===== config.mk =====
export PLATFORM = sky130hd
export DESIGN_NAME = shift_unit_seq_flat
export DESIGN_NICKNAME = d
export VERILOG_FILES = /design/src/rtl/shift_unit_seq_if.sv /design/src/rtl/shift_unit_seq.sv /design/src/flat_wrapper.sv
export SDC_FILE = /design/constraint.sdc
export NUM_CORES = 1
export LEC_CHECK = 0
export CAP_MARGIN = 40
export CORE_AREA = 2 2 54 51
export CTS_CLUSTER_DIAMETER = 30
export DETAILED_ROUTE_END_ITERATION = 12
export DIE_AREA = 0 0 56 53
export PLACE_DENSITY = 0.81
export SLEW_MARGIN = 20
export SYNTH_ARGS = -nofsm -noshare
export SYNTH_HDL_FRONTEND = slang
export SYNTH_SLANG_ARGS = --single-unit

===== constraint.sdc =====
create_clock -name clk -period 2.75 [get_ports clk]
set_input_delay 0.4125 -clock clk [delete_from_list [all_inputs] [get_ports clk]]
set_output_delay 0.4125 -clock clk [all_outputs]
set_load 0.05 [all_outputs]

===== src/rtl/shift_unit_seq_if.sv =====
// Handshake bundle for shift_unit_seq.
//   in_valid/in_ready  : operand handshake (in_data, in_amt, in_mode)
//   out_valid/out_ready: result handshake (out_data, out_carry, out_zero)
// master modport: the side that supplies operands and consumes results.
// slave modport : the shift unit itself.
interface shift_unit_seq_if #(
  parameter int WIDTH = 8
);
  localparam int SHW = $clog2(WIDTH) + 1;

  logic             in_valid;
  logic             in_ready;
  logic [WIDTH-1:0] in_data;
  logic [SHW-1:0]   in_amt;
  logic [1:0]       in_mode;
  logic             out_valid;
  logic             out_ready;
  logic [WIDTH-1:0] out_data;
  logic             out_carry;
  logic             out_zero;

  modport master (
    output in_valid, in_data, in_amt, in_mode, out_ready,
    input  in_ready, out_valid, out_data, out_carry, out_zero
  );

  modport slave (
    input  in_valid, in_data, in_amt, in_mode, out_ready,
    output in_ready, out_valid, out_data, out_carry, out_zero
  );
endinterface


===== src/rtl/shift_unit_seq.sv =====
// Multi-cycle shift unit: LSR / ASR / LSL / ROR on a WIDTH-bit operand,
// one bit position per clock, with carry-out and zero flags.
// Ports:
//   clk   : rising-edge clock
//   rst_n : asynchronous active-low reset
//   bus   : shift_unit_seq_if.slave (operand and result handshakes)
module shift_unit_seq #(
  parameter int WIDTH = 8
) (
  input logic              clk,
  input logic              rst_n,
  shift_unit_seq_if.slave  bus
);
  localparam int SHW = $clog2(WIDTH) + 1;

  localparam logic [1:0] MODE_LSR = 2'b00;
  localparam logic [1:0] MODE_ASR = 2'b01;
  localparam logic [1:0] MODE_LSL = 2'b10;

  typedef enum logic [1:0] {IDLE, SHIFT, DONE} state_t;

  state_t           state;
  logic [WIDTH-1:0] data_q;
  logic [1:0]       mode_q;
  logic [SHW-1:0]   cnt_q;
  logic             carry_q;
  logic             zero_q;
  logic             valid_q;

  logic [SHW-1:0]   n_next;
  logic [WIDTH-1:0] step_data;
  logic             step_carry;

  // One bit-position step; the carry-out sits in the MSB of the result.
  function automatic logic [WIDTH:0] shift_step(input logic [1:0]       mode,
                                                input logic [WIDTH-1:0] d);
    logic signed [WIDTH-1:0] sd;
    logic [WIDTH:0]          r;
    sd = d;
    case (mode)
      MODE_LSR: r = {d[0], 1'b0, d[WIDTH-1:1]};
      MODE_ASR: r = {d[0], sd >>> 1};
      MODE_LSL: r = {d[WIDTH-1], d[WIDTH-2:0], 1'b0};
      default:  r = {d[0], d[0], d[WIDTH-1:1]};
    endcase
    return r;
  endfunction

  // Rotations repeat every WIDTH steps; the other modes saturate at WIDTH,
  // which already yields the fully shifted-out result and the right carry.
  always_comb begin
    n_next = bus.in_amt;
    if (bus.in_mode == 2'b11) begin
      n_next = bus.in_amt % SHW'(WIDTH);
    end else if (bus.in_amt > SHW'(WIDTH)) begin
      n_next = SHW'(WIDTH);
    end
  end

  assign {step_carry, step_data} = shift_step(mode_q, data_q);

  always_ff @(posedge clk or negedge rst_n) begin
    if (!rst_n) begin
      state   <= IDLE;
      data_q  <= '0;
      mode_q  <= '0;
      cnt_q   <= '0;
      carry_q <= 1'b0;
      zero_q  <= 1'b1;
      valid_q <= 1'b0;
    end else begin
      case (state)
        IDLE: begin
          if (bus.in_valid) begin
            data_q  <= bus.in_data;
            zero_q  <= (bus.in_data == '0);
            mode_q  <= bus.in_mode;
            cnt_q   <= n_next;
            carry_q <= 1'b0;
            state   <= (n_next == '0) ? DONE : SHIFT;
          end
        end
        SHIFT: begin
          data_q  <= step_data;
          zero_q  <= (step_data == '0);
          carry_q <= step_carry;
          cnt_q   <= cnt_q - SHW'(1);
          if (cnt_q == SHW'(1)) begin
            state <= DONE;
          end
        end
        DONE: begin
          // out_valid is registered one cycle after the result settles,
          // so it never depends combinationally on anything but state.
          if (!valid_q) begin
            valid_q <= 1'b1;
          end else if (bus.out_ready) begin
            valid_q <= 1'b0;
            state   <= IDLE;
          end
        end
        default: state <= IDLE;
      endcase
    end
  end

  assign bus.in_ready  = (state == IDLE);
  assign bus.out_valid = valid_q;
  assign bus.out_data  = data_q;
  assign bus.out_carry = carry_q;
  assign bus.out_zero  = zero_q;
endmodule


===== src/flat_wrapper.sv =====
// flat-port wrapper written by rule: the top's interface ports become plain ports
module shift_unit_seq_flat 
#(
  parameter int WIDTH = 8
)
  (clk, rst_n, bus_in_valid, bus_in_data, bus_in_amt, bus_in_mode, bus_out_ready, bus_in_ready, bus_out_valid, bus_out_data, bus_out_carry, bus_out_zero);
  shift_unit_seq_if #(.WIDTH(WIDTH)) bus_i ();
  input logic clk;
  input logic rst_n;
  input wire logic [$bits(bus_i.in_valid)-1:0] bus_in_valid;
  input wire logic [$bits(bus_i.in_data)-1:0] bus_in_data;
  input wire logic [$bits(bus_i.in_amt)-1:0] bus_in_amt;
  input wire logic [$bits(bus_i.in_mode)-1:0] bus_in_mode;
  input wire logic [$bits(bus_i.out_ready)-1:0] bus_out_ready;
  output wire logic [$bits(bus_i.in_ready)-1:0] bus_in_ready;
  output wire logic [$bits(bus_i.out_valid)-1:0] bus_out_valid;
  output wire logic [$bits(bus_i.out_data)-1:0] bus_out_data;
  output wire logic [$bits(bus_i.out_carry)-1:0] bus_out_carry;
  output wire logic [$bits(bus_i.out_zero)-1:0] bus_out_zero;
  assign bus_i.in_valid = bus_in_valid;
  assign bus_i.in_data = bus_in_data;
  assign bus_i.in_amt = bus_in_amt;
  assign bus_i.in_mode = bus_in_mode;
  assign bus_i.out_ready = bus_out_ready;
  assign bus_in_ready = bus_i.in_ready;
  assign bus_out_valid = bus_i.out_valid;
  assign bus_out_data = bus_i.out_data;
  assign bus_out_carry = bus_i.out_carry;
  assign bus_out_zero = bus_i.out_zero;
  shift_unit_seq #(.WIDTH(WIDTH)) u_core (.clk(clk), .rst_n(rst_n), .bus(bus_i));
endmodule

==> run summary, run 1 <==
Async set-or-reset flop fraction in the synthesized netlist: 1.00. The analysis attributes to cell leakage a power of 0.580 nW. The mean instance size in the synthesized netlist was 9.26 um2. The die is 56 um wide. The synthesized design contains 19 register bits.

After detailed placement, the design holds a cell count of 173. Height of the die: 53 um. The run finished with clean final reports.

The run gives 0.307 as the sequential cell fraction of total power. For this block, the initial DRC count from the detailed router was 34. The tools report the unique cell type count in the Yosys netlist as 35. The tools report the category of the worst setup path capture point as an output port. In this run, synthesis inferred 0 flip-flops with an integrated enable.

The run gives 0 as the yosys synthesis warning count. The clock reaches the later pin of the worst-skew pair after 320 ps. The largest total area in the synthesized netlist belongs to dfrtp_1. The number of buffers added by the clock tree synthesis step is 3. TritonCTS built the clock tree.

The repair_antennas step left the layout with diodes totalling 0. The post-synthesis to final-layout area growth works out to 30.0%. The count of endpoints failing setup in the final report was 0; the final standard cell count with taps included and fillers excluded was 177.

Utilization after layout: 0.617. For the number of H-tree levels, the log shows 1. In the routed design, unresolved DRC markers number 0.

The combinational group share of total power came out at 0.617. For this block, the routed nets add up to 2740 um of wire. At the end of the flow, the number of nets in the layout was 170.

The number of sinks handled by clock tree synthesis is 19. Summing every instance area after synthesis gives 1130 um2. For this run, the detailed router's first-pass iteration total came to 4. The tools report the signal arrival time at the worst endpoint as 1880 ps. The most common cell in the synthesized netlist is dfrtp_1. After legalization and detailed placement, the total HPWL measured 2120 um. The floorplan has 17 rows. The commonest cells after synthesis are dfrtp_1, nor2_1, a21oi_1, mux2i_1, o21ai_0. The total nets after synthesis was 142.

The min-delay analysis places its worst path in the category input port to async pin. The area share of the leading cell type in the synthesized netlist is 0.399. The run gives 0.545 as the worst slew slack as a fraction of its limit.

30 I/O pins were placed. The tools report the total count of max-transition violations in the final report as 0. Using the TritonRoute via totals, the vias-per-cell ratio works out to 5.89. The core box area was 2380 um2. Entering global routing, the biggest net connects 26 pins.

The number of port buffers was 29; the cell area after placement was 1440 um2. The logs give 0.474 for the effective utilization at floorplan and 0 for the post-CTS setup-driven buffer insertion count. The maximum fanout along the worst path came out at 17.

Routability-driven placement finished with a final weighted congestion of 0.907. The switching power came out at 0.991 mW. In the post-synthesis netlist, the biggest area contributors are dfrtp_1, mux2i_1, a21oi_1.

The die covers 2970 um2. Cell internal power was estimated by the tool at 0.965 mW. For the final routed database, the setup TNS stands at 0 ps. Across the routed clock network, the largest skew measured is 17.1 ps.

STA classifies the critical path startpoint as a flop. After layout, the minimum clock period comes to 2290 ps. The cell area power density works out to 1330 nW/um2.

Number of antenna violations at the first check in global routing: 0. Counting every instance in the synthesized netlist gives 122. Setup repair after global routing left no endpoint under its margin. Summing all non-filler instances in the final layout gives an area of 1470 um2. Gates resized during post-CTS repair numbered 0. The critical path is of the flop to output port type. The maximum clock frequency came out at 436 MHz.

The cell at the root of the clock tree was clkbuf_4. For the number of global-route vias before repair, the log shows 939. Layout cell share with drive strength beyond 1: 0.0872.

The total overflow left after global routing is 0. The number of hold violations in the final report was 0. After clock tree synthesis, the clock-pin slew on the worst setup and hold paths is 120 ps. Count of hold-fix buffers inserted at cts: 0.

The maximum clock insertion buffer count is 2, and the count of max-cap constraint violations is 0. Once detail routing completed, the nets flagged for antenna violations numbered 0. Overall routing resource usage: 0.202.

The prevailing post-synth register cell is dfrtp_1. The sequential element share of the synthesized area was 0.422; the proportion of total power due to net switching was 0.507. The first global-routing pass estimated 4480 um of wire. Across the VDD grid, the largest voltage drop is 0.000764 V.

The portion of total power attributed to the clock network was 0.075. The total via count in the routed design was 1042. The post-detailed-route wirelength per cell was 15.5 um; the period utilization was 0.834. Worst-margin pin slew: 681 ps. At the worst endpoint, the required time is 2340 ps.
-- cells by family (layout without fill, tap and decap cells) --
group / after synthesis / in the layout / synth area share
fa+ha+maj: 2 / 2 / 0.0221
compound gates: 39 / 39 / 0.233
mux: 10 / 10 / 0.0952
flops: 19 / 19 / 0.422
buf+inv: 12 / 39 / 0.0454
simple gates: 40 / 40 / 0.183
-- worst paths after layout --
check / from / end / slack, ps / cells past startpoint
worst max-delay path: u_core.state[1]$_DFFE_PN0P_ / bus_in_ready / 460 / 2
worst min register to register: u_core.bus.out_zero$_DFFE_PN1P_ / u_core.bus.out_zero$_DFFE_PN1P_ / 520 / 2
max in group asynchronous: rst_n / u_core.bus.out_zero$_DFFE_PN1P_ / 1870 / 2
min in group clk: u_core.bus.out_zero$_DFFE_PN1P_ / u_core.bus.out_zero$_DFFE_PN1P_ / 520 / 2
worst min-delay path: rst_n / u_core.state[1]$_DFFE_PN0P_ / 380 / 1
worst max register to register: u_core.state[0]$_DFFE_PN0P_ / u_core.bus.out_data[3]$_DFFE_PN0P_ / 1100 / 5
-- power groups by stage --
stage               logic (mW)  registers, mW  clock network (mW)
floorplan                0.653          0.809                   0
global placement          1.18          0.596                   0
detailed placement        1.21          0.605                   0
CTS                       1.21          0.598               0.154
global route              1.30          0.629               0.165
finish                    1.21          0.601               0.147
-- cells in the final DEF (no fill, tap or decap), drive strengths merged, types with 3 or more instances in the layout --
cell type      synthesis  routed
clkdlybuf4s50          0      29
dfrtp                 18      18
nor2                  13      13
a21oi                 11      11
o21ai                  8       8
mux2i                  7       7
nand2                  6       6
nor3b                  5       5
o22a                   5       5
nor2b                  5       5
inv                    4       4
nor3                   4       4
a32oi                  3       3
o22ai                  3       3
clkbuf                 5       3
mux2                   3       3
-- routing by layer --
metal  wire length [um]  GRT usage  up-vias  part of all wire
li1                   -          -      501                 -
met4                 71      0.123        0             0.026
met2               1300      0.312       46              0.48
met3                164     0.0513        7             0.060
met5                  0          0        -                 0
met1               1200      0.255      488              0.44
-- worst max-delay path, stage by stage, from the launching register on --
cell	delay, ps
dfrtp_1	580
nor2_1	180
clkdlybuf4s50_1	810
-- layout make-up --
type                       count  area (um2)
clock buffer                   3        22.5
tap                           28        35.0
sequential                    19         477
multi-input combinational     91         602
fill                         202         913
clock inverter                 1        5.00
inverter                       4        15.0
timing repair buffer          31         313
-- per-stage QoR --
step                hold slack, ps  setup WS, ps  total power [mW]
floorplan                      117           968              1.46
finish                         377           456              1.96
CTS                            385           450              1.96
global route                   380           371              2.10
detailed placement             501           681              1.81
global placement               465           788              1.78
-- flip-flops by register name, indices dropped and copies added, names as in the netlist --
name,flops
u_core.cnt_q,4
u_core.state,2
u_core.mode_q,2
u_core.bus.out_valid,1
u_core.bus.out_carry,1
u_core.bus.out_data,8
u_core.bus.out_zero,1
No activity file was read; power rests on OpenSTA's default activity.
==> inputs of run 2 (changes only) <==
--- a/config.mk
+++ b/config.mk
@@ -6,11 +6,11 @@
 export NUM_CORES = 1
 export LEC_CHECK = 0
 export CAP_MARGIN = 40
-export CORE_AREA = 2 2 54 51
+export CORE_AREA = 2 2 58 54
 export CTS_CLUSTER_DIAMETER = 30
 export DETAILED_ROUTE_END_ITERATION = 12
-export DIE_AREA = 0 0 56 53
-export PLACE_DENSITY = 0.81
+export DIE_AREA = 0 0 60 56
+export PLACE_DENSITY = 0.75
 export SLEW_MARGIN = 20
 export SYNTH_ARGS = -nofsm -noshare
 export SYNTH_HDL_FRONTEND = slang
==> constraint.sdc (replaced) <==
create_clock -name clk -period 2.1 [get_ports clk]
set_input_delay 0.315 -clock clk [delete_from_list [all_inputs] [get_ports clk]]
set_output_delay 0.315 -clock clk [all_outputs]
set_load 0.05 [all_outputs]
==> run 2 against run 1 <==
Net effect:
- sequential share of layout area is 0.57 points lower
- via count is 1.2% lower
- hold slack worse by 45 ps
- critical path type unchanged
- cell count is 8.5% higher
==> run summary, run 2 (synthesis results as in run 1) <==
Static timing analysis puts the maximum clock frequency at 508 MHz. The number of cell rows is 18 (+1), and the post-CTS setup-driven buffer insertion count is 0 (unchanged). The startpoint identified for the worst register-to-register timing path is u_core.state[1]$_DFFE_PN0P_. The kind of cell with the highest combined delay along the critical path is buffers and inverters. The number of buffers added by the clock tree synthesis step is 3 (unchanged). The weighted congestion at the end of routability-driven global placement was 0.886 (-2.3%); the required time at the worst-slack endpoint was 1780 ps (-560 ps). Die footprint: 3360 um2 (+13%). The class of the worst hold path was input port to async pin.

The CTS clock-pin slew for the worst setup and hold paths was 110 ps (about the same). The total count of max-transition violations in the final report came out at 0 (unchanged). The worst reg2reg path depth was 4 (-1); the wire length reported by the detailed router was 2810 um (+2.7%). The number of port buffers is 29 (unchanged).

Height of the die: 56 um (+5.7%). The setup slack after placement is 435 ps (-246 ps), and the residual overflow from global routing is 0 (unchanged). The number of antenna violations at the first check in global routing was 0 (unchanged).

The tools report the register-to-register path setup slack as 500 ps (-600 ps). The period utilization was 0.937. The worst setup path is launched from a flop. The combined buffer and inverter count along the critical path was 1 (unchanged). The run gives 19 (unchanged) as the number of sinks handled by clock tree synthesis. The run finished with clean final reports. The tools report the remaining design rule violation count as 0 (unchanged).

The tools report the cell at the root of the clock tree as clkbuf_4. Largest vdd supply drop: 0.000645 V (-16%). Average via count per standard cell: 5.36 (-8.9%). Walking the worst path, the cells encountered are clkdlybuf4s50_1. The critical path's slowest cell was clkdlybuf4s50_1.

The run gives 2 (unchanged) as the maximum clock insertion buffer count. The cell area power density was 1720 nW/um2 (+29%); the final-layout worst hold slack was 332 ps (-45.2 ps). The width of the die came out at 60 um (+7.1%). TritonCTS built the clock tree. The setup clock skew after layout is 13.8 ps (-3.25 ps). The number of antenna repair diodes came out at 0 (unchanged).

The number of flip-flops under the largest register name was 8 (unchanged); the worst-margin pin slew was 539 ps (-142 ps). The largest incremental delay on the critical path was 850 ps (+40 ps). The end of the worst register-to-register path is u_core.bus.out_zero$_DFFE_PN1P_.

The largest net degree at the start of global routing was 20 (-23%); the signal arrival time at the worst endpoint was 1650 ps (-230 ps). Count of antenna-violating nets left after detailed routing: 0 (unchanged). For the number of hold violations in the final report, the log shows 0 (unchanged). Setup repair after global routing left no endpoint under its margin. The number of H-tree levels is 1 (unchanged), and the number of top-level pins is 30 (unchanged). For the iteration count of the initial detailed-routing pass, the log shows 4 (unchanged). The logs give 0.179 (-0.0229) for the overall routing resource usage and 300 ps (-20 ps) for the clock latency on the worst-skew pair. For the detailed router's first-iteration violation count, the log shows 42 (+24%). The worst slew slack as a fraction of its limit is 0.641 (+0.0963), and the cell area after placement is 1470 um2 (+1.9%).

The number of global-route vias before repair came out at 1021 (+8.7%). Most frequent standard cell in the layout excluding fill and tap cells: clkdlybuf4s50_1. The top cell types in the final layout, fill and taps aside, are clkdlybuf4s50_1, dfrtp_1, nor2_1. For the global-route wire length before repair, the log shows 4690 um (+4.6%). The post-route standard cell area excluding fillers was 1500 um2 (+1.8%); the post-synthesis to final-layout area growth was 32.3%.

The maximum fanout along the worst path was 7 (-10). The HPWL after detailed placement was 2120 um (+0.22%). The worst setup path is captured at an output port.

The layout cell share with drive strength beyond 1 was 0.105 (+0.0180). The critical setup path kind was flop to output port. The utilization after layout is 0.549 (-0.0679). The total leakage power was 0.590 nW (+1.8%).

The post-detailed-route wirelength per cell works out to 14.6 um (-5.3%). The minimum clock period after layout works out to 1970 ps. The run gives 0 (unchanged) as the count of endpoints failing setup in the final report.

The core box area was 2730 um2 (+14%). The net count reported at finish is 173 (+1.8%), and the final worst-path setup slack is 133 ps (-323 ps). The run gives 0 (unchanged) as the count of hold-fix buffers inserted at cts.

The tools report the count of max-cap constraint violations as 0 (unchanged). The run gives 0.415 (-0.0597) as the effective utilization at floorplan. The number of gates resized after CTS is 0 (unchanged). The tools report the total negative slack for setup checks as 0 ps (unchanged). The total via count in the routed design came out at 1030 (-1.2%).
==> run 2: worst max path at each step <==
stage,start,endpoint,cells after the start
after CTS,u_core.bus.out_zero$_DFFE_PN1P_,bus_out_zero,1
after detailed placement,bus_in_valid,u_core.mode_q[1]$_DFFE_PN0P_,4
after global routing,u_core.bus.out_data[7]$_DFFE_PN0P_,bus_out_data[7],1
final,u_core.bus.out_data[7]$_DFFE_PN0P_,bus_out_data[7],1
after global placement,bus_in_valid,u_core.mode_q[1]$_DFFE_PN0P_,4
after floorplan,u_core.state[1]$_DFFE_PN0P_,bus_in_ready,3
==> run 2: layer usage <==
metal | vias up | share of wire | GRT usage
met2 | 37 | 0.46 | 0.270
met5 | - | 0 | 0
met1 | 479 | 0.47 | 0.258
met4 | 0 | 0.015 | 0.0540
met3 | 6 | 0.057 | 0.0302
li1 | 508 | - | -
==> run 2: area by class of cell <==
class | instances | area [um2]
well taps | 40 | 50.0
inverters | 4 | 15.0
clock buffers | 4 | 26.3
flip-flops and latches | 19 | 477
fillers | 262 | 1230
repair buffers | 34 | 325
multi-input cells | 91 | 602
==> run 2: per-stage QoR <==
step	cells	total power [mW]
after detailed placement	188	2.39
after global routing	192	2.76
after global placement	188	2.36
after CTS	192	2.57
after floorplan	122	1.92
final	192	2.57
==> run 2: where the power goes <==
part           internal, mW  switching (mW)  total (mW)
registers             0.556           0.274       0.830
logic                 0.650           0.902        1.55
clock network        0.0740           0.111       0.185
==> inputs of run 3 (changes only) <==
--- a/config.mk
+++ b/config.mk
@@ -5,7 +5,6 @@
 export SDC_FILE = /design/constraint.sdc
 export NUM_CORES = 1
 export LEC_CHECK = 0
-export CAP_MARGIN = 40
 export CORE_AREA = 2 2 58 54
 export CTS_CLUSTER_DIAMETER = 30
 export DETAILED_ROUTE_END_ITERATION = 12
==> results of run 3 <==
Final layout, timing and power as in run 2 (identical DEF).
